File: src/rtl/fsm_pkg.sv
// Shared definitions for the serial-bit FSM library: state encoding,
// detection mode codes and the run qualification rule.
package fsm_pkg;

    typedef enum logic [1:0] {
        IDLE = 2'b00,
        RUN0 = 2'b01,
        RUN1 = 2'b10
    } state_t;

    localparam logic [1:0] MODE_BOTH = 2'b00;
    localparam logic [1:0] MODE_ZERO = 2'b01;
    localparam logic [1:0] MODE_ONE  = 2'b10;
    localparam logic [1:0] MODE_OFF  = 2'b11;

    // A run counts toward detection only if its polarity is enabled by mode.
    function automatic logic qualifies(input state_t s, input logic [1:0] m);
        return ((s == RUN0) && ((m == MODE_BOTH) || (m == MODE_ZERO))) ||
               ((s == RUN1) && ((m == MODE_BOTH) || (m == MODE_ONE)));
    endfunction

endpackage

File: src/rtl/sat_counter.sv
// Saturating up-counter with synchronous clear and load-1. The next value is
// exported so the parent can register outputs derived from it.
module sat_counter #(
    parameter int W = 4
) (
    input  logic         clk,
    input  logic         clear,
    input  logic         load1,
    input  logic         inc,
    output logic [W-1:0] q,
    output logic [W-1:0] next
);

    // Clear wins over load, load wins over increment; increment stops at all-ones.
    always_comb begin
        next = q;
        if (clear) begin
            next = '0;
        end else if (load1) begin
            next = W'(1);
        end else if (inc && (q != {W{1'b1}})) begin
            next = q + W'(1);
        end
    end

    // Counter register.
    always_ff @(posedge clk) begin
        q <= next;
    end

endmodule

File: src/rtl/run_detector.sv
// Moore run-length detector: flags when the last RUN_LEN sampled bits are
// equal, filtered by a runtime polarity mode. There is no handshake: en acts
// as a per-cycle sample strobe, in is consumed on every edge with en=1 and
// the block never stalls its source.
module run_detector
    import fsm_pkg::*;
#(
    parameter int RUN_LEN = 3,
    parameter int CNT_W   = 4
) (
    input  logic             clk,
    input  logic             RESET,
    input  logic             en,
    input  logic             in,
    input  logic [1:0]       mode,
    output logic             out,
    output logic             hit,
    output logic             run_val,
    output logic [CNT_W-1:0] run_cnt,
    output state_t           dbg_state
);

    localparam logic [CNT_W-1:0] THRESH     = CNT_W'(RUN_LEN);
    localparam logic [CNT_W-1:0] THRESH_M1  = CNT_W'(RUN_LEN - 1);

    state_t             state_q;
    state_t             state_d;
    logic               cnt_clear;
    logic               cnt_load;
    logic               cnt_inc;
    logic [CNT_W-1:0]   cnt_q;
    logic [CNT_W-1:0]   cnt_d;
    logic               out_d;
    logic               hit_d;

    sat_counter #(.W(CNT_W)) u_cnt (
        .clk   (clk),
        .clear (cnt_clear),
        .load1 (cnt_load),
        .inc   (cnt_inc),
        .q     (cnt_q),
        .next  (cnt_d)
    );

    // Next-state and counter control; illegal encodings fall back to IDLE.
    always_comb begin
        state_d   = state_q;
        cnt_clear = 1'b0;
        cnt_load  = 1'b0;
        cnt_inc   = 1'b0;
        if (RESET) begin
            state_d   = IDLE;
            cnt_clear = 1'b1;
        end else begin
            case (state_q)
                IDLE: begin
                    if (en) begin
                        state_d  = in ? RUN1 : RUN0;
                        cnt_load = 1'b1;
                    end
                end
                RUN0: begin
                    if (en) begin
                        if (in) begin
                            state_d  = RUN1;
                            cnt_load = 1'b1;
                        end else begin
                            cnt_inc = 1'b1;
                        end
                    end
                end
                RUN1: begin
                    if (en) begin
                        if (!in) begin
                            state_d  = RUN0;
                            cnt_load = 1'b1;
                        end else begin
                            cnt_inc = 1'b1;
                        end
                    end
                end
                default: begin
                    state_d   = IDLE;
                    cnt_clear = 1'b1;
                end
            endcase
        end
    end

    // Output values from next state; hit needs an actual step onto threshold,
    // so a mode change on a long run raises out without hit.
    always_comb begin
        out_d = qualifies(state_d, mode) && (cnt_d >= THRESH);
        hit_d = cnt_inc && (cnt_q == THRESH_M1) && qualifies(state_d, mode);
    end

    // State and output registers.
    always_ff @(posedge clk) begin
        state_q <= state_d;
        out     <= out_d;
        hit     <= hit_d;
        run_val <= (state_d == RUN1);
    end

    assign run_cnt   = cnt_q;
    assign dbg_state = state_q;

endmodule

File: config.mk
export PLATFORM = sky130hd
export DESIGN_NAME = run_detector
export DESIGN_NICKNAME = d
export VERILOG_FILES = /design/src/rtl/fsm_pkg.sv /design/src/rtl/sat_counter.sv /design/src/rtl/run_detector.sv
export SDC_FILE = /design/constraint.sdc
export NUM_CORES = 1
export LEC_CHECK = 0
export ABC_AREA = 1
export CAP_MARGIN = 20
export CORE_UTILIZATION = 45
export DETAILED_ROUTE_END_ITERATION = 6
export PLACE_DENSITY = 0.72
export SYNTH_ARGS = -nofsm -noshare
export SYNTH_HDL_FRONTEND = slang
export SYNTH_SLANG_ARGS = --single-unit
File: constraint.sdc
create_clock -name clk -period 3.25 [get_ports clk]
set_clock_uncertainty 0.2 [all_clocks]
set_input_delay 0.4875 -clock clk [delete_from_list [all_inputs] [get_ports clk]]
set_output_delay 0.4875 -clock clk [all_outputs]
set_load 0.05 [all_outputs]
# --- Yosys cells after proc, flatten, opt, wreduce, memory -nomap -nowiden ---
# Cells that the tools add are included.
classes:
  n_eq_ne: 8
  reduce_logical: 12
  n_lt_le_gt_ge: 1
  add_sub_neg: 1
  mul: 0
  shifts: 0
  mux: 22
  n_bitwise: 0
  div: 0
ops:
  columns: ["operator", "count"]
  rows:
  - ["2-bit 2-to-1 mux", 7]
  - ["4-bit 2-to-1 mux", 3]
  - ["1-bit 2-to-1 mux", 9]
  - ["2-bit by 1-bit == test with 1-bit output (second input constant)", 3]
  - ["2-bit == test (second input constant)", 3]
  - ["1-bit logical AND", 6]
  - ["2-bit one-hot mux with 3 select lines", 1]
  - ["4-bit by 1-bit adder with 4-bit output (second input constant)", 1]
  - ["4-bit by 2-bit == test with 1-bit output (second input constant)", 1]
  - ["4-bit by 2-bit greater-or-equal comparator with 1-bit output (second input constant)", 1]
  - ["2-bit zero test", 2]
  - ["4-bit != test (second input constant)", 1]
  - ["1-bit logical OR", 3]
  - ["1-bit one-hot mux with 3 select lines", 1]
  - ["3-bit OR reduction", 1]
  - ["1-bit one-hot mux with 2 select lines", 1]
totals:
  elab_cells: 49
  reg_bits: 9
  mem_count: 0
  mem_bits_ro: 0
  latchBits: 0
  inputBits: 6
  ramBits: 0

# --- Logic depth before layout (Yosys ltp) ---
depth:
  depth_word: 10
  ltp_mapped: 10

# --- By module ---
# A second synthesis with hierarchy kept.
hier_totals:
  cells_unflattened: 97
  hier_area_um2: 630.6
by_module_without_submodules:
  columns: ["module", "cells_each", "area_each_um2", "instances", "seq_area_each_um2"]
  rows:
  - ["run_detector", 63, 405.4, 1, 100.1]
  - ["sat_counter", 34, 225.2, 1, 80.1]

# --- Least setup slack after synthesis ---
# OpenSTA, ideal clock, no wires.
synth_timing:
  kind: "register to register"
  startpoint: "register state_q[0], in the netlist dbg_state[0]"
  endpoint: "register out"
  setup_slack_ns: 1.207
  stages_incl_launch_ff: 10
  required_time_ns: 2.931
  setup_ns: 0.119
  arrival_ns: 1.724
  path_cell_list: "dfxtp_1 inv_1 ha_1 inv_1 nor2_4 nand3_4 nand2_1 o21ai_1 o21ai_1 a21oi_2"
synth_via:
  elab_chain_len: 9
  elab_cells_between_ends: 28
  cone_classes: "order compare (1); eq/ne (4); mux (16); reduce/logical (7)"
synth_rtl:
  columns: ["item", "line_no", "source"]
  rows:
  - ["start, declared", "run_detector.sv:26", "state_t state_q;"]
  - ["start signal, assigned", "run_detector.sv:99", "state_q <= state_d;"]
  - ["2-bit == test / 2-bit by 1-bit == test with 1-bit output (equally long branches)", "run_detector.sv:55", "case (state_q)"]
  - ["1-bit one-hot mux with 2 select lines", "run_detector.sv:55", null]
  - ["1-bit 2-to-1 mux", "run_detector.sv:51", "if (RESET) begin"]
  - ["1-bit logical AND", "sat_counter.sv:21", "end else if (inc && (q != {W{1'b1}})) begin"]
  - ["4-bit 2-to-1 mux", "sat_counter.sv:21", null]
  - ["4-bit 2-to-1 mux", "sat_counter.sv:19", "end else if (load1) begin"]
  - ["4-bit 2-to-1 mux", "sat_counter.sv:17", "if (clear) begin"]
  - ["4-bit by 2-bit greater-or-equal comparator with 1-bit output", "run_detector.sv:93", "out_d = qualifies(state_d, mode) && (cnt_d >= THRESH);"]
  - ["1-bit logical AND (*)", "run_detector.sv:93", null]
  - ["named net out_d", "run_detector.sv:33", "logic out_d;"]
  - ["end signal, assigned", "run_detector.sv:100", "out <= out_d;"]
  - ["end, declared", "run_detector.sv:16", "output logic out,"]
# Mark *: on every way through the listed nets, which the timed path passes. The rest lies on a longest branch.

# --- Worst setup path after layout ---
layout_timing:
  startpoint: "register u_cnt.q[2]"
  endpoint: "output run_cnt[2]"
layout_lines:
  columns: ["item", "line_no", "source"]
  rows:
  - ["start, declared", "sat_counter.sv:10", "output logic [W-1:0] q,"]
  - ["start signal, assigned", "sat_counter.sv:28", "q <= next;"]
  - ["end, declared", "run_detector.sv:19", "output logic [CNT_W-1:0] run_cnt,"]
# No word-level cell between the ends.

==> impl_results.md <==
- Synth Area in XOR/XNOR: 0
- Worst Path Required: 2560 ps
- Final Util: 0.637
- Cell variety after synth: 22
- Minimum clock period: 2250 ps
- Met3 WL post-DR: 44 um
- Worst setup EP type: output pin
- Hold_sp: u_cnt.q[1]$_DFF_P_
- Drt first pass iters: 2
- Vias in the first global route: 600
- Share of the synthesized area in the top cell type: 0.255
- Fillers: 120
- HP Class: flop to flop
- DR WL met2: 546 um
- Yosys warnings: 0
- Family with the most delay on the worst path: buffers and inverters
- # rows: 13
- Most frequent cells in the layout: nand2_1 (24), inv_1 (17), clkdlybuf4s50_1 (14)
- Final Setup Violations: 0
- Reg2Reg Depth: 9
- Gr usage total: 0.172
- Avg Cell Area, Syn: 7.36 um2
- Routability cong.: 0.831
- Fmax: 444 MHz
- Gr ovfl total: 0
- Seq/Total Area, Yosys: 0.255
- WL final: 1.29 mm
- Adder-cell share of the synthesized area: 0.106
- Hold Vio Cnt, Final: 0
- Setup_tns: 0 ps
- Max-slew violations: 0
- Area delta synth->final: 24.6%
- Top cells by area, synth: dfxtp_1 (25%), nand2_1 (13%), ha_1 (11%)
- CTS tree: done
- Longest Clk Path Bufs: 2
- Post-CTS sizing: 0
- Initial Util: 0.511
- Simple-gate share of the synthesized area: 0.450
- N_diodes: 0
- Commonest non-fill, non-tap cell in the layout: nand2_1
- Final critical-path share of the clock period: 0.694
- Final Non-Filler Cells: 128
- Initial DRC count: 5
- Clock Latency Late Sink: 260 ps
- Worst EP arrival: 1570 ps
- Die H: 41.6 um
- Post-synthesis mux area share: 0
- Total core area: 0.00138 mm2
- Worst-path maximum fanout: 8
- Htree depth: 1
- First-pass GRT wire length: 2.33 mm
- Placed cells: 124
- #FFs+latches synth: 9
- PD cells: 488 mW/mm2
- Antenna Nets Post-Route: 0
- IO buf count: 14
- Top sig layer: met4
- Hold path depth: 4
- Wire length per cell: 10.1 um
- VDD IR max: 0.420 mV
- RSZ-0062 raised after global routing: no
- Initial antenna violation count: 0
- Net Count, Synth: 108
- Root buf cell: clkbuf_4
- Worst path max stage delay: 850 ps
- Classification of the worst setup path: flop to output pin
- Synth Area in Compound Gates: 0.0779
- Buf/Inv on CP: 1
- Hold Slack: 440 ps
- Status: finished, final reports clean
- Reg-to-Reg Start: dbg_state[0]$_DFF_P_
- CP Depth: 1
- Main combinational cell family by area after synthesis: simple AND/OR/NAND/NOR gates
- Vias: 617
- P_leak: 0.380 nW
- Routed vias/inst: 4.82
- TritonCTS buffer count: 3
- Die Wd: 41.6 um
- Worst Setup Start Kind: flop
- # DRC: 0
- IO Pins: 15
- Largest net degree at the start of global routing: 9
- Slowest CP cell: clkdlybuf4s50_1
- CP Launch Point: u_cnt.q[2]$_DFF_P_
- Share of cells above drive strength 1: 0.177
- Clock transition at the registers of the reported paths: 60 ps
- Worst rel slew slack: 0.671
- Max-cap violation count: 0
- Die area: 0.00173 mm2
- M1 wire length: 664 um
- CTS Sinks: 9
- Postcts setup bufs: 0
- Crit path cell chain: clkdlybuf4s50_1
- Synthesized cell area: 707 um2
- Fin nets: 126
- # hold bufs at CTS: 0
- Mapped Cells: 96
- Synth area leader: dfxtp_1
- Dpl hpwl: 1.08 mm
- Measured slew at the worst slew-check pin: 493 ps
[per-stage QoR]
step / total power [mW] / setup slack [ps] / cell area, um2
finish: 0.430 / 996 / 881
CTS: 0.436 / 983 / 881
floorplan: 0.297 / 1210 / 707
global route: 0.464 / 916 / 881
detailed placement: 0.349 / 1080 / 855
global placement: 0.347 / 1090 / 855
[where the power goes]
group	total (mW)	internal (mW)	switching, mW
logic	0.210	0.0719	0.138
registers	0.136	0.123	0.0138
clock network	0.0837	0.0472	0.0365
total	0.430	0.242	0.188
[final timing paths]
path                   endpoint  slack, ps
max                  run_cnt[2]       1000
min reg2reg  u_cnt.q[1]$_DFF_P_        440
max reg2reg         out$_DFF_P_       1460
min          u_cnt.q[1]$_DFF_P_        440
[tightest hold or removal path: cells and delay by family, from the launching register on]
family,cells,cell delay (ps)
buffers and inverters,2,140
DFF,1,360
and+or+nand+nor,2,90
[cell type report]
class | instances | area, um2 | area share
Inverter | 18 | 67.6 | 0.0767
Sequential cell | 9 | 180 | 0.205
Multi-Input combinational cell | 68 | 448 | 0.509
Timing Repair Buffer | 14 | 140 | 0.159
Clock buffer | 4 | 26.3 | 0.0298
Tap cell | 15 | 18.8 | 0.0213
[flip-flops by register name (all words and copies together) (netlist names)]
| register | cells |
|---|---|
| out | 1 |
| hit | 1 |
| run_val | 1 |
| dbg_state | 2 |
| u_cnt.q | 4 |
[layer usage]
metal | vias to the layer above | global-route usage
met5 | - | 0
met4 | 0 | 0.129
met3 | 4 | 0.0174
met2 | 12 | 0.272
met1 | 265 | 0.214
li1 | 336 | -
[Yosys cell counts]
master / n
a21oi_1: 1
a21oi_2: 1
buf_6: 1
dfxtp_1: 9
ha_1: 6
inv_1: 17
inv_2: 1
nand2_1: 24
nand2_2: 1
nand2_4: 1
nand3_1: 5
nand3_2: 5
nand3_4: 1
nand3b_1: 1
nand4_1: 5
nor2_1: 6
nor2_2: 2
nor2_4: 3
nor3_2: 1
o211ai_1: 1
o21ai_1: 3
o21bai_4: 1
[cells by family (layout without fill, tap and decap cells)]
group                      Yosys count  count (layout)
and+or+nand+nor                     55              55
DFF                                  9               9
buffers and inverters               19              36
AOI/OAI and AO/OA                    7               7
adders and majority gates            6               6
(Power assumes the default switching activity.)
==> edit: new RTL, same flow settings <==
Register the inputs `en`, `in` and `mode` before use. The logic sees them one clock later. Comments in the files are not updated.
--- a/src/rtl/run_detector.sv
+++ b/src/rtl/run_detector.sv
@@ -22,6 +22,16 @@
 
     localparam logic [CNT_W-1:0] THRESH     = CNT_W'(RUN_LEN);
     localparam logic [CNT_W-1:0] THRESH_M1  = CNT_W'(RUN_LEN - 1);
+
+    logic en_q;
+    logic in_q;
+    logic [1:0] mode_q;
+
+    always_ff @(posedge clk) begin
+        en_q   <= en;
+        in_q   <= in;
+        mode_q <= mode;
+    end
 
     state_t             state_q;
     state_t             state_d;
@@ -54,14 +64,14 @@
         end else begin
             case (state_q)
                 IDLE: begin
-                    if (en) begin
-                        state_d  = in ? RUN1 : RUN0;
+                    if (en_q) begin
+                        state_d  = in_q ? RUN1 : RUN0;
                         cnt_load = 1'b1;
                     end
                 end
                 RUN0: begin
-                    if (en) begin
-                        if (in) begin
+                    if (en_q) begin
+                        if (in_q) begin
                             state_d  = RUN1;
                             cnt_load = 1'b1;
                         end else begin
@@ -70,8 +80,8 @@
                     end
                 end
                 RUN1: begin
-                    if (en) begin
-                        if (!in) begin
+                    if (en_q) begin
+                        if (!in_q) begin
                             state_d  = RUN0;
                             cnt_load = 1'b1;
                         end else begin
@@ -90,8 +100,8 @@
     // Output values from next state; hit needs an actual step onto threshold,
     // so a mode change on a long run raises out without hit.
     always_comb begin
-        out_d = qualifies(state_d, mode) && (cnt_d >= THRESH);
-        hit_d = cnt_inc && (cnt_q == THRESH_M1) && qualifies(state_d, mode);
+        out_d = qualifies(state_d, mode_q) && (cnt_d >= THRESH);
+        hit_d = cnt_inc && (cnt_q == THRESH_M1) && qualifies(state_d, mode_q);
     end
 
     // State and output registers.
Behaviour: not the same (Yosys sat finds a counterexample within 4 cycles, from zero or initial values).
==> edit against the original RTL <==
- synthesized area is 11% higher
- critical path depth did not move
- wire length rose by 16%
- die area is 11% higher
- highest routed layer unchanged
- power up 17%
- sequential cell count increased by 4
- worst hold slack worse by 0.075 ns
- critical endpoint unchanged
- design area increased by 9.4%
- setup slack got worse by 0.053 ns
==> edit: results <==
[status]
status = "finished clean"

[placed_design]
dp.final_hpwl_um = 1239
dp_slack_ns = 1.166
postPlaceCellArea_um2 = 935.9

[layout]
drive_gt1_share_pct = 17.95
final_util_pct = 61.11
num-fill-cells = 141
clk_share_pct = 2.857
seq_cells = 13
multi_input_area_share_pct = 46.49
buf_share_pct = 14.55
layout.nets = 130

[global_routing]
grt_usage_pct = 19.47
use_met3_pct = 2.500
grtUsageMet1_pct = 25.83
grt_pass1_vias = 655
antenna_found_initial = 0
grt.met2_usage_pct = 28.36

[logic_synthesis]
ys_seq_area_share_pct = 33.07
synth_area_leaders = "dfxtp_1 33%, nand2_1 11%, ha_1 9.5%"
synthTopCellsByCount = "24 x nand2_1, 17 x inv_1, 13 x dfxtp_1"
syn_nets = 112

[detailed_routing]
wl_met2_um = 640
drt-initial-drc-count = 11
wl_met1_um = 770
via_count = 668
firstDrtPassIters = 5
avgRoutedWirePerCell_um = 11.31

[power_and_ir_drop]
p_leak_nw = 0.4164

[clock_network]
clk_pin_slew_ns = 0.08
clock_latency_ns = 0.28
root_buffer = "clkbuf_4"

[sta]
tightest_slew_ns = 0.4980

[worst_hold_path]
hp-class = "reg -> reg"
==> edit: per-stage QoR <==
stage | cells | hold WS, ns
floorplan | 100 | 0.3152
global placement | 129 | 0.3586
detailed placement | 129 | 0.3549
CTS | 133 | 0.3749
global route | 133 | 0.3955
finish | 133 | 0.3657
==> edit: report_power, final <==
group	total [mW]	switching, mW	leakage, nW	internal (mW)
registers	0.192	0.0184	0.107	0.174
clock network	0.100	0.0543	0.0177	0.0457
logic	0.210	0.138	0.292	0.0719
==> edit: kinds of logic after synthesis <==
group	share of synthesized area (%)
buffers and inverters	10.02
adders and majority gates	9.539
DFF	33.07
and+or+nand+nor	40.38
AOI/OAI and AO/OA	6.995
==> edit: final timing paths <==
check,start,to,slack [ns],depth (start not counted)
min,mode_q[0]$_DFF_P_,out$_DFF_P_,0.37,3
min reg2reg,mode_q[0]$_DFF_P_,out$_DFF_P_,0.37,3
max,u_cnt.q[2]$_DFF_P_,run_cnt[2],0.94,1
max reg2reg,dbg_state[0]$_DFF_P_,out$_DFF_P_,1.38,9
